`config.mk`:
```
export PLATFORM = sky130hd
export DESIGN_NAME = csr_arbiter
export DESIGN_NICKNAME = d
export VERILOG_FILES = /design/src/rtl/csr_arbiter.sv
export SDC_FILE = /design/constraint.sdc
export NUM_CORES = 1
export LEC_CHECK = 0
export ABC_CLOCK_PERIOD_IN_PS = 3100
export BUFFER_PORTS_ARGS = -buffer_cell sky130_fd_sc_hd__clkbuf_2
export CORE_AREA = 2 2 83 85
export DETAILED_ROUTE_END_ITERATION = 10
export DIE_AREA = 0 0 85 87
export SYNTH_ARGS = -nofsm -noshare
export SYNTH_HDL_FRONTEND = slang
export SYNTH_SLANG_ARGS = --single-unit
```
`constraint.sdc`:
```
create_clock -name clk -period 3.1 [get_ports clk]
set_clock_uncertainty 0.05 [all_clocks]
set_input_delay 0.62 -clock clk [delete_from_list [all_inputs] [get_ports clk]]
set_output_delay 0.62 -clock clk [all_outputs]
set_load 0.02 [all_outputs]
```
`src/rtl/csr_arbiter.sv`:
```
// csr_arbiter: shares the single CSR file request port between NREQ requesters.
// A winner is chosen in IDLE and keeps the grant for the whole read/commit
// transaction. A commit that lands on an exception/return effect is dropped
// by the CSR file, so the transaction is replayed from its read phase. The
// response is routed back to the granted requester only.
module csr_arbiter #(
    parameter int NREQ        = 2,
    parameter bit ROUND_ROBIN = 1'b1
) (
    input  logic              clk,
    input  logic              rst,
    input  logic [NREQ-1:0]   m_valid,
    input  logic [NREQ*12-1:0] m_addr,
    input  logic [NREQ*2-1:0] m_op,
    input  logic [NREQ*32-1:0] m_wdata,
    output logic [NREQ-1:0]   m_ready,
    output logic [31:0]       m_rdata,
    output logic              m_exists,
    output logic              csr_valid,
    output logic [11:0]       csr_addr,
    output logic [1:0]        csr_op,
    output logic [31:0]       csr_wdata,
    input  logic              csr_ready,
    input  logic [31:0]       csr_rdata,
    input  logic              csr_exists,
    input  logic              eff_hold
);

    localparam int GW = (NREQ > 1) ? $clog2(NREQ) : 1;

    typedef enum logic [1:0] {
        IDLE  = 2'd0,
        ISSUE = 2'd1,
        RETRY = 2'd2
    } state_t;

    state_t          state;
    state_t          state_nxt;
    logic [GW-1:0]   grant;
    logic [GW-1:0]   grant_nxt;
    logic [GW-1:0]   rr_ptr;
    logic [GW-1:0]   rr_ptr_nxt;

    logic [11:0]     sel_addr;
    logic [1:0]      sel_op;
    logic [31:0]     sel_wdata;

    // Winner selection. Round-robin searches upward from the requester after
    // the last one served, wrapping at NREQ-1; fixed priority ignores the
    // pointer and takes the lowest valid index.
    function automatic logic [GW-1:0] pick(input logic [NREQ-1:0] req,
                                           input logic [GW-1:0]   ptr);
        logic [GW-1:0] win;
        logic          found;
        int            idx;
        win   = '0;
        found = 1'b0;
        idx   = 0;
        if (ROUND_ROBIN) begin
            for (int k = 1; k <= NREQ; k++) begin
                idx = (int'(ptr) + k) % NREQ;
                if (!found && req[idx]) begin
                    win   = GW'(idx);
                    found = 1'b1;
                end
            end
        end else begin
            for (int k = 0; k < NREQ; k++) begin
                if (!found && req[k]) begin
                    win   = GW'(k);
                    found = 1'b1;
                end
            end
        end
        return win;
    endfunction

    // State, grant and round-robin pointer registers; reset leaves the
    // pointer at the last requester so requester 0 is served first.
    always_ff @(posedge clk or posedge rst) begin
        if (rst) begin
            state  <= IDLE;
            grant  <= '0;
            rr_ptr <= GW'(NREQ - 1);
        end else begin
            state  <= state_nxt;
            grant  <= grant_nxt;
            rr_ptr <= rr_ptr_nxt;
        end
    end

    // Payload of the granted requester, selected by a plain index compare.
    always_comb begin
        sel_addr  = '0;
        sel_op    = '0;
        sel_wdata = '0;
        for (int i = 0; i < NREQ; i++) begin
            if (int'(grant) == i) begin
                sel_addr  = m_addr[12*i +: 12];
                sel_op    = m_op[2*i +: 2];
                sel_wdata = m_wdata[32*i +: 32];
            end
        end
    end

    // Next-state logic and request/completion outputs. The CSR port only
    // carries a payload while a transaction is in ISSUE; a dropped commit
    // leaves the grant untouched so the replay goes to the same requester.
    always_comb begin
        state_nxt  = state;
        grant_nxt  = grant;
        rr_ptr_nxt = rr_ptr;
        csr_valid  = 1'b0;
        csr_addr   = '0;
        csr_op     = '0;
        csr_wdata  = '0;
        m_ready    = '0;
        case (state)
            IDLE: begin
                if (|m_valid && !eff_hold) begin
                    grant_nxt = pick(m_valid, rr_ptr);
                    state_nxt = ISSUE;
                end
            end
            ISSUE: begin
                csr_valid = 1'b1;
                csr_addr  = sel_addr;
                csr_op    = sel_op;
                csr_wdata = sel_wdata;
                if (csr_ready) begin
                    if (!eff_hold) begin
                        m_ready[grant] = 1'b1;
                        rr_ptr_nxt     = grant;
                        state_nxt      = IDLE;
                    end else begin
                        state_nxt = RETRY;
                    end
                end
            end
            RETRY: begin
                // One idle cycle returns the CSR file to its read phase.
                state_nxt = ISSUE;
            end
            default: begin
                state_nxt = IDLE;
            end
        endcase
    end

    // Read data and exists flag pass straight through; they only mean
    // something while a completion pulse is high.
    assign m_rdata  = csr_rdata;
    assign m_exists = csr_exists;

endmodule

```
==> flow_metrics.py, run 1 <==
metrics = {
    "cells_and_area": {
        "mostFrequentLayoutCell": "clkbuf_2",
        "insertedDiodeCount": 0,
        "final_cell_mix": "clkbuf_2 (146), mux2i_1 (46), nor2_1 (46)",
        "layout.cells.non_filler": 343,
        "syn_to_final_growth_pct": 53.1,
        "post-route-util": 0.266,
        "drive_above_1_share": 0.593,
        "fin_nets": 395,
        "nFillCells": 736,
    },
    "timing": {
        "finalHoldViolCount": 0,
        "fin_setup_tns_ns": 0,
        "fin_crit_sh": 0.786,
        "setup_viol": 0,
        "final_max_slew_viol_count": 0,
        "rsz0062_at_grt": "false",
        "slew_headroom": 0.397,
        "worst_slew_pin_slew_ns": 0.905,
        "fmax_ghz": 0.410,
        "fin_crit_ns": 2.44,
    },
    "critical_path": {
        "worstSetupStartpointType": "register",
        "worstPathCellList": "nand2b_2 -> nor2_1 -> clkbuf_2",
        "crit_required_ns": 2.43,
        "max_stage_delay_ns": 0.64,
        "worst-r2r-setup-slack_ns": 1.40,
        "slowest_stage": "nand2b_2",
        "critPathArrivalTime_ns": 1.77,
        "crit_fanout": 48,
        "cp-end-kind": "output port",
        "worstSetupPathType": "register to output port",
    },
    "logic_synthesis": {
        "synth_top_family_by_area": "multiplexers",
        "yosysWarnings": 0,
        "synth_edf_count": 0,
        "synthFlopType": "dfrtp_1",
        "yosys.area_share.simple": 0.207,
        "synthCells": 155,
        "synth_xor_area_frac": 0,
        "synth_compound_area_frac": 0.0219,
        "async_flop_share": 1.00,
        "synthMuxAreaShare": 0.413,
        "synthDistinctLibCells": 19,
        "synth_fp_nets": 286,
        "syn-cell-area_um2": 1140,
        "syn_area_per_cell_um2": 7.37,
        "yosysSeqAreaShare": 0.0887,
        "ys_ff_latch": 4,
        "synth_fa_ha_area_frac": 0,
    },
    "detailed_routing": {
        "post_drt_wl_per_cell_um": 10.4,
        "drcViolationCount": 0,
        "dr.pass1.iters": 4,
        "route.vias.total": 1378,
        "ant_nets": 0,
        "drtIter0Drc": 19,
        "drt-total-wl_um": 3570,
        "viasPerCell": 4.02,
    },
    "cts": {
        "clk_path_buf_depth": 2,
        "cts_tree": "built",
        "cts.htree.levels": 1,
        "cts-resized-gates": 0,
        "clk_latency_ns": 0.23,
        "cts_setup_buffers": 0,
        "cts_buffers": 3,
        "hold_buffers": 0,
        "cts.sinks": 4,
        "cts_root_buffer": "clkbuf_8",
        "clk_pin_slew_ns": 0.04,
    },
    "place": {
        "gp_congestion": 0.677,
        "portBuffers": 146,
        "place_inst": 339,
        "hpwl_um": 2990,
    },
    "floorplanning": {
        "core.rowCount": 30,
        "core_area_um2": 6570,
        "dieArea_um2": 7400,
        "die_w_um": 85,
        "fp.dieH_um": 87,
        "io_pins": 213,
        "start_util": 0.174,
    },
    "power_and_ir_drop": {
        "power_density_nw_per_um2": 591,
        "ir_drop_uv": 432,
        "total_power_mw": 1.03,
        "leakagePower_nw": 1.10,
    },
    "grt": {
        "grt-ovfl-total": 0,
        "grt_start_max_net_pins": 49,
        "grtUsageTotal": 0.0852,
        "grt_pass1_wl_um": 5310,
        "antenna_found_initial": 0,
        "grt_pass1_vias": 1219,
    },
    "hold_path": {
        "hold_path_class": "input port to async pin",
    },
    "run": {
        "cap_violations": 0,
    },
    "status": {
        "status": "finished, final reports clean",
    },
}
-- kinds of logic (layout without fill, tap and decap cells) --
group,after synthesis,in the layout
mux,47,47
simple gates,55,55
buf+inv,46,154
compound gates,3,3
flops,4,4
-- power by group --
| part | internal, mW | switching, mW |
|---|---|---|
| clock | 0.0884 | 0.0336 |
| sequential | 0.0745 | 0.0346 |
| combinational | 0.346 | 0.456 |
| total | 0.509 | 0.524 |
-- stage by stage --
stage / hold slack, ns / cell area, um2 / worst slack, ns
finish: 0.190 / 1750 / 0.663
global route: 0.210 / 1750 / 0.484
CTS: 0.194 / 1750 / 0.615
detailed placement: 0.434 / 1700 / 0.852
global placement: 0.437 / 1700 / 0.894
floorplan: 0.335 / 1140 / 1.18
-- registers in the layout, indices dropped and copies added (netlist names) --
name	flops
state	2
grant	1
rr_ptr	1
-- metal layers --
metal,vias to the layer above,track usage,part of all wire
li1,696,-,-
met3,14,0.0199,0.11
met1,583,0.0892,0.34
met5,-,0,0
met2,85,0.162,0.52
met4,0,0.0361,0.027
-- area by class of cell --
type,instances,area [um2],share of cell area
repair buffers,148,758,0.433
multi-input cells,105,736,0.421
flip-flops and latches,4,103,0.0587
well taps,80,100,0.0572
clock buffers,4,45.0,0.0258
inverters,2,7.51,0.00429
-- worst max-delay path: cells and delay by family, from the launching register on --
family                 cells  cell delay [ns]
buffers and inverters      1             0.20
flip-flops                 1             0.41
AND/OR/NAND/NOR            2             0.93
-- Yosys cell counts (2+ instances only) --
library cell | count | area share
buf_4 | 33 | 0.22
clkbuf_1 | 2 | 0.0066
nor2b_1 | 2 | 0.011
inv_1 | 2 | 0.0066
buf_2 | 9 | 0.039
nor2_1 | 46 | 0.15
nor3_1 | 2 | 0.0088
mux2i_1 | 46 | 0.40
dfrtp_1 | 3 | 0.066
-- final timing paths --
check                                     start                   end  depth (start not counted)
max                        state[1]$_DFFE_PP0P_         csr_wdata[28]                          3
min                                         rst  state[0]$_DFFE_PP0P_                          2
max reg2reg                state[1]$_DFFE_PP0P_  state[1]$_DFFE_PP0P_                          3
min reg2reg                state[0]$_DFFE_PP0P_  state[0]$_DFFE_PP0P_                          1
max in group asynchronous                   rst    rr_ptr$_DFFE_PP1P_                          2
min in group clk           state[0]$_DFFE_PP0P_  state[0]$_DFFE_PP0P_                          1
(Power assumes the default switching activity.)
==> run 2, diff against run 1 <==
--- a/config.mk
+++ b/config.mk
@@ -5,7 +5,7 @@
 export SDC_FILE = /design/constraint.sdc
 export NUM_CORES = 1
 export LEC_CHECK = 0
-export ABC_CLOCK_PERIOD_IN_PS = 3100
+export ABC_CLOCK_PERIOD_IN_PS = 2200
 export BUFFER_PORTS_ARGS = -buffer_cell sky130_fd_sc_hd__clkbuf_2
 export CORE_AREA = 2 2 83 85
 export DETAILED_ROUTE_END_ITERATION = 10
==> constraint.sdc (replaced) <==
create_clock -name clk -period 2.2 [get_ports clk]
set_clock_uncertainty 0.05 [all_clocks]
set_input_delay 0.44 -clock clk [delete_from_list [all_inputs] [get_ports clk]]
set_output_delay 0.44 -clock clk [all_outputs]
set_load 0.02 [all_outputs]
==> run 2 against run 1 <==
  * Critical path depth increased by 1
  * Cell area decreased by 0.29%
  * Cell count increased by 0.29%
  * Flip-flop and latch count unchanged
  * Combinational power increased by 43%
  * Critical endpoint is now csr_wdata[19]
==> flow_metrics.py, run 2 (synthesis results as in run 1) <==
metrics = {
    "status": {
        "status": "finished, final reports clean",
    },
    "cells_and_area": {
        "drive_above_1_share": 0.595,
        "top_register": "state",
        "mostFrequentLayoutCell": "clkbuf_2",
        "final_cell_mix": "clkbuf_2 (146), mux2i_1 (46), nor2_1 (46)",
        "post-route-util": 0.266,
        "insertedDiodeCount": 0,
        "largest_reg_flops": 2,
        "fin_nets": 396,
        "nFillCells": 727,
        "syn_to_final_growth_pct": 52.7,
        "final_area_um2": 1740,
        "reg_top3": "state x2, grant x1, rr_ptr x1",
    },
    "power_and_ir_drop": {
        "switchingPower_uw": 732,
        "ir_drop_uv": 632,
        "power_density_nw_per_um2": 824,
        "total_power_mw": 1.44,
        "power_frac_seq": 0.087,
        "leakagePower_nw": 1.10,
        "p_clk_frac": 0.113,
        "swShare": 0.510,
        "power.internal_uw": 705,
        "power_frac_comb": 0.800,
    },
    "critical_path": {
        "crit_fanout": 48,
        "crit_required_ns": 1.71,
        "critPathArrivalTime_ns": 1.48,
        "worstSetupStartpointType": "register",
        "cp-end-kind": "output port",
        "worstSetupPathType": "register to output port",
        "worst-r2r-setup-slack_ns": 0.76,
    },
    "cts": {
        "clk_pin_slew_ns": 0.03,
        "cts_buffers": 3,
        "cts_root_buffer": "clkbuf_8",
        "cts_setup_buffers": 0,
        "clk_latency_ns": 0.22,
        "cts_tree": "built",
        "cts-resized-gates": 0,
        "cts.htree.levels": 1,
        "hold_buffers": 0,
        "clk_path_buf_depth": 2,
        "cts.sinks": 4,
    },
    "place": {
        "portBuffers": 146,
        "hpwl_um": 3040,
        "place_area_um2": 1700,
        "gp_congestion": 0.725,
    },
    "detailed_routing": {
        "viasPerCell": 4.17,
        "dr.pass1.iters": 3,
        "route.vias.total": 1435,
        "post_drt_wl_per_cell_um": 10.5,
        "drt-total-wl_um": 3610,
        "drtIter0Drc": 16,
        "ant_nets": 0,
        "drcViolationCount": 0,
    },
    "grt": {
        "grt_start_max_net_pins": 49,
        "antenna_found_initial": 0,
        "grtUsageTotal": 0.0804,
        "grt-ovfl-total": 0,
        "grt_pass1_wl_um": 5060,
        "grt_pass1_vias": 1222,
        "gr-usage-met2": 0.161,
        "use_met1": 0.0816,
        "busiest_layer": "met2",
        "grt_use_met3": 0.0171,
    },
    "floorplanning": {
        "fp.dieH_um": 87,
        "die_w_um": 85,
        "core.rowCount": 30,
        "core_area_um2": 6570,
        "dieArea_um2": 7400,
        "start_util": 0.174,
        "io_pins": 213,
    },
    "timing": {
        "fin_crit_ns": 1.97,
        "slew_headroom": 0.676,
        "fin_setup_tns_ns": 0,
        "setup_viol": 0,
        "fmax_ghz": 0.507,
        "whs_ns": 0.0254,
        "finalHoldViolCount": 0,
        "fin_crit_sh": 0.897,
        "final_max_slew_viol_count": 0,
        "rsz0062_at_grt": "false",
        "worst_slew_pin_slew_ns": 0.486,
    },
    "run": {
        "cap_violations": 0,
    },
    "hold_path": {
        "hold_path_class": "input port to async pin",
    },
}
==> run 2: cell types whose count changed in the layout (fill, tap and decap cells not counted) <==
cell	change
buf_12	-1
buf_4	+2
==> run 2: area by class of cell <==
class	count	area, um2	share of cell area
Tap cell	80	100	0.0574
Inverter	2	7.51	0.00430
Sequential cell	4	103	0.0588
Clock buffer	4	45.0	0.0258
Multi-Input combinational cell	105	736	0.422
Timing Repair Buffer	149	753	0.432
==> run 2: path summary, 6_finish.rpt <==
check,cells past startpoint,end,start
worst max-delay path,4,csr_wdata[19],state[1]$_DFFE_PP0P_
worst min-delay path,2,state[0]$_DFFE_PP0P_,rst
worst max register to register,4,state[1]$_DFFE_PP0P_,state[1]$_DFFE_PP0P_
worst min register to register,1,state[0]$_DFFE_PP0P_,state[0]$_DFFE_PP0P_
max in group asynchronous,2,rr_ptr$_DFFE_PP1P_,rst
min in group clk,2,state[0]$_DFFE_PP0P_,csr_ready
==> run 2: power groups by stage <==
stage | logic [mW] | registers, mW | clock network, mW
after detailed placement | 1.17 | 0.123 | 0
after CTS | 1.17 | 0.122 | 0.169
after global routing | 1.24 | 0.127 | 0.172
after global placement | 1.15 | 0.120 | 0
after floorplan | 0.939 | 0.113 | 0
final | 1.15 | 0.125 | 0.162
==> run 2: layer usage <==
metal,wire [um],up-vias
li1,-,700
met1,1260,641
met2,1910,82
met3,365,12
met4,76,0
met5,0,-
==> run 2: per-stage QoR <==
stage,setup slack [ns],cells
after floorplan,0.516,155
after global placement,0.500,340
after detailed placement,0.443,340
after CTS,0.211,344
after global routing,0.106,344
final,0.227,344
==> run 2: worst max-delay path: stages, from the launching register on <==
cell	delay, ns
dfrtp_1	0.41
nand2b_2	0.14
buf_4	0.42
nor2_1	0.11
clkbuf_2	0.17
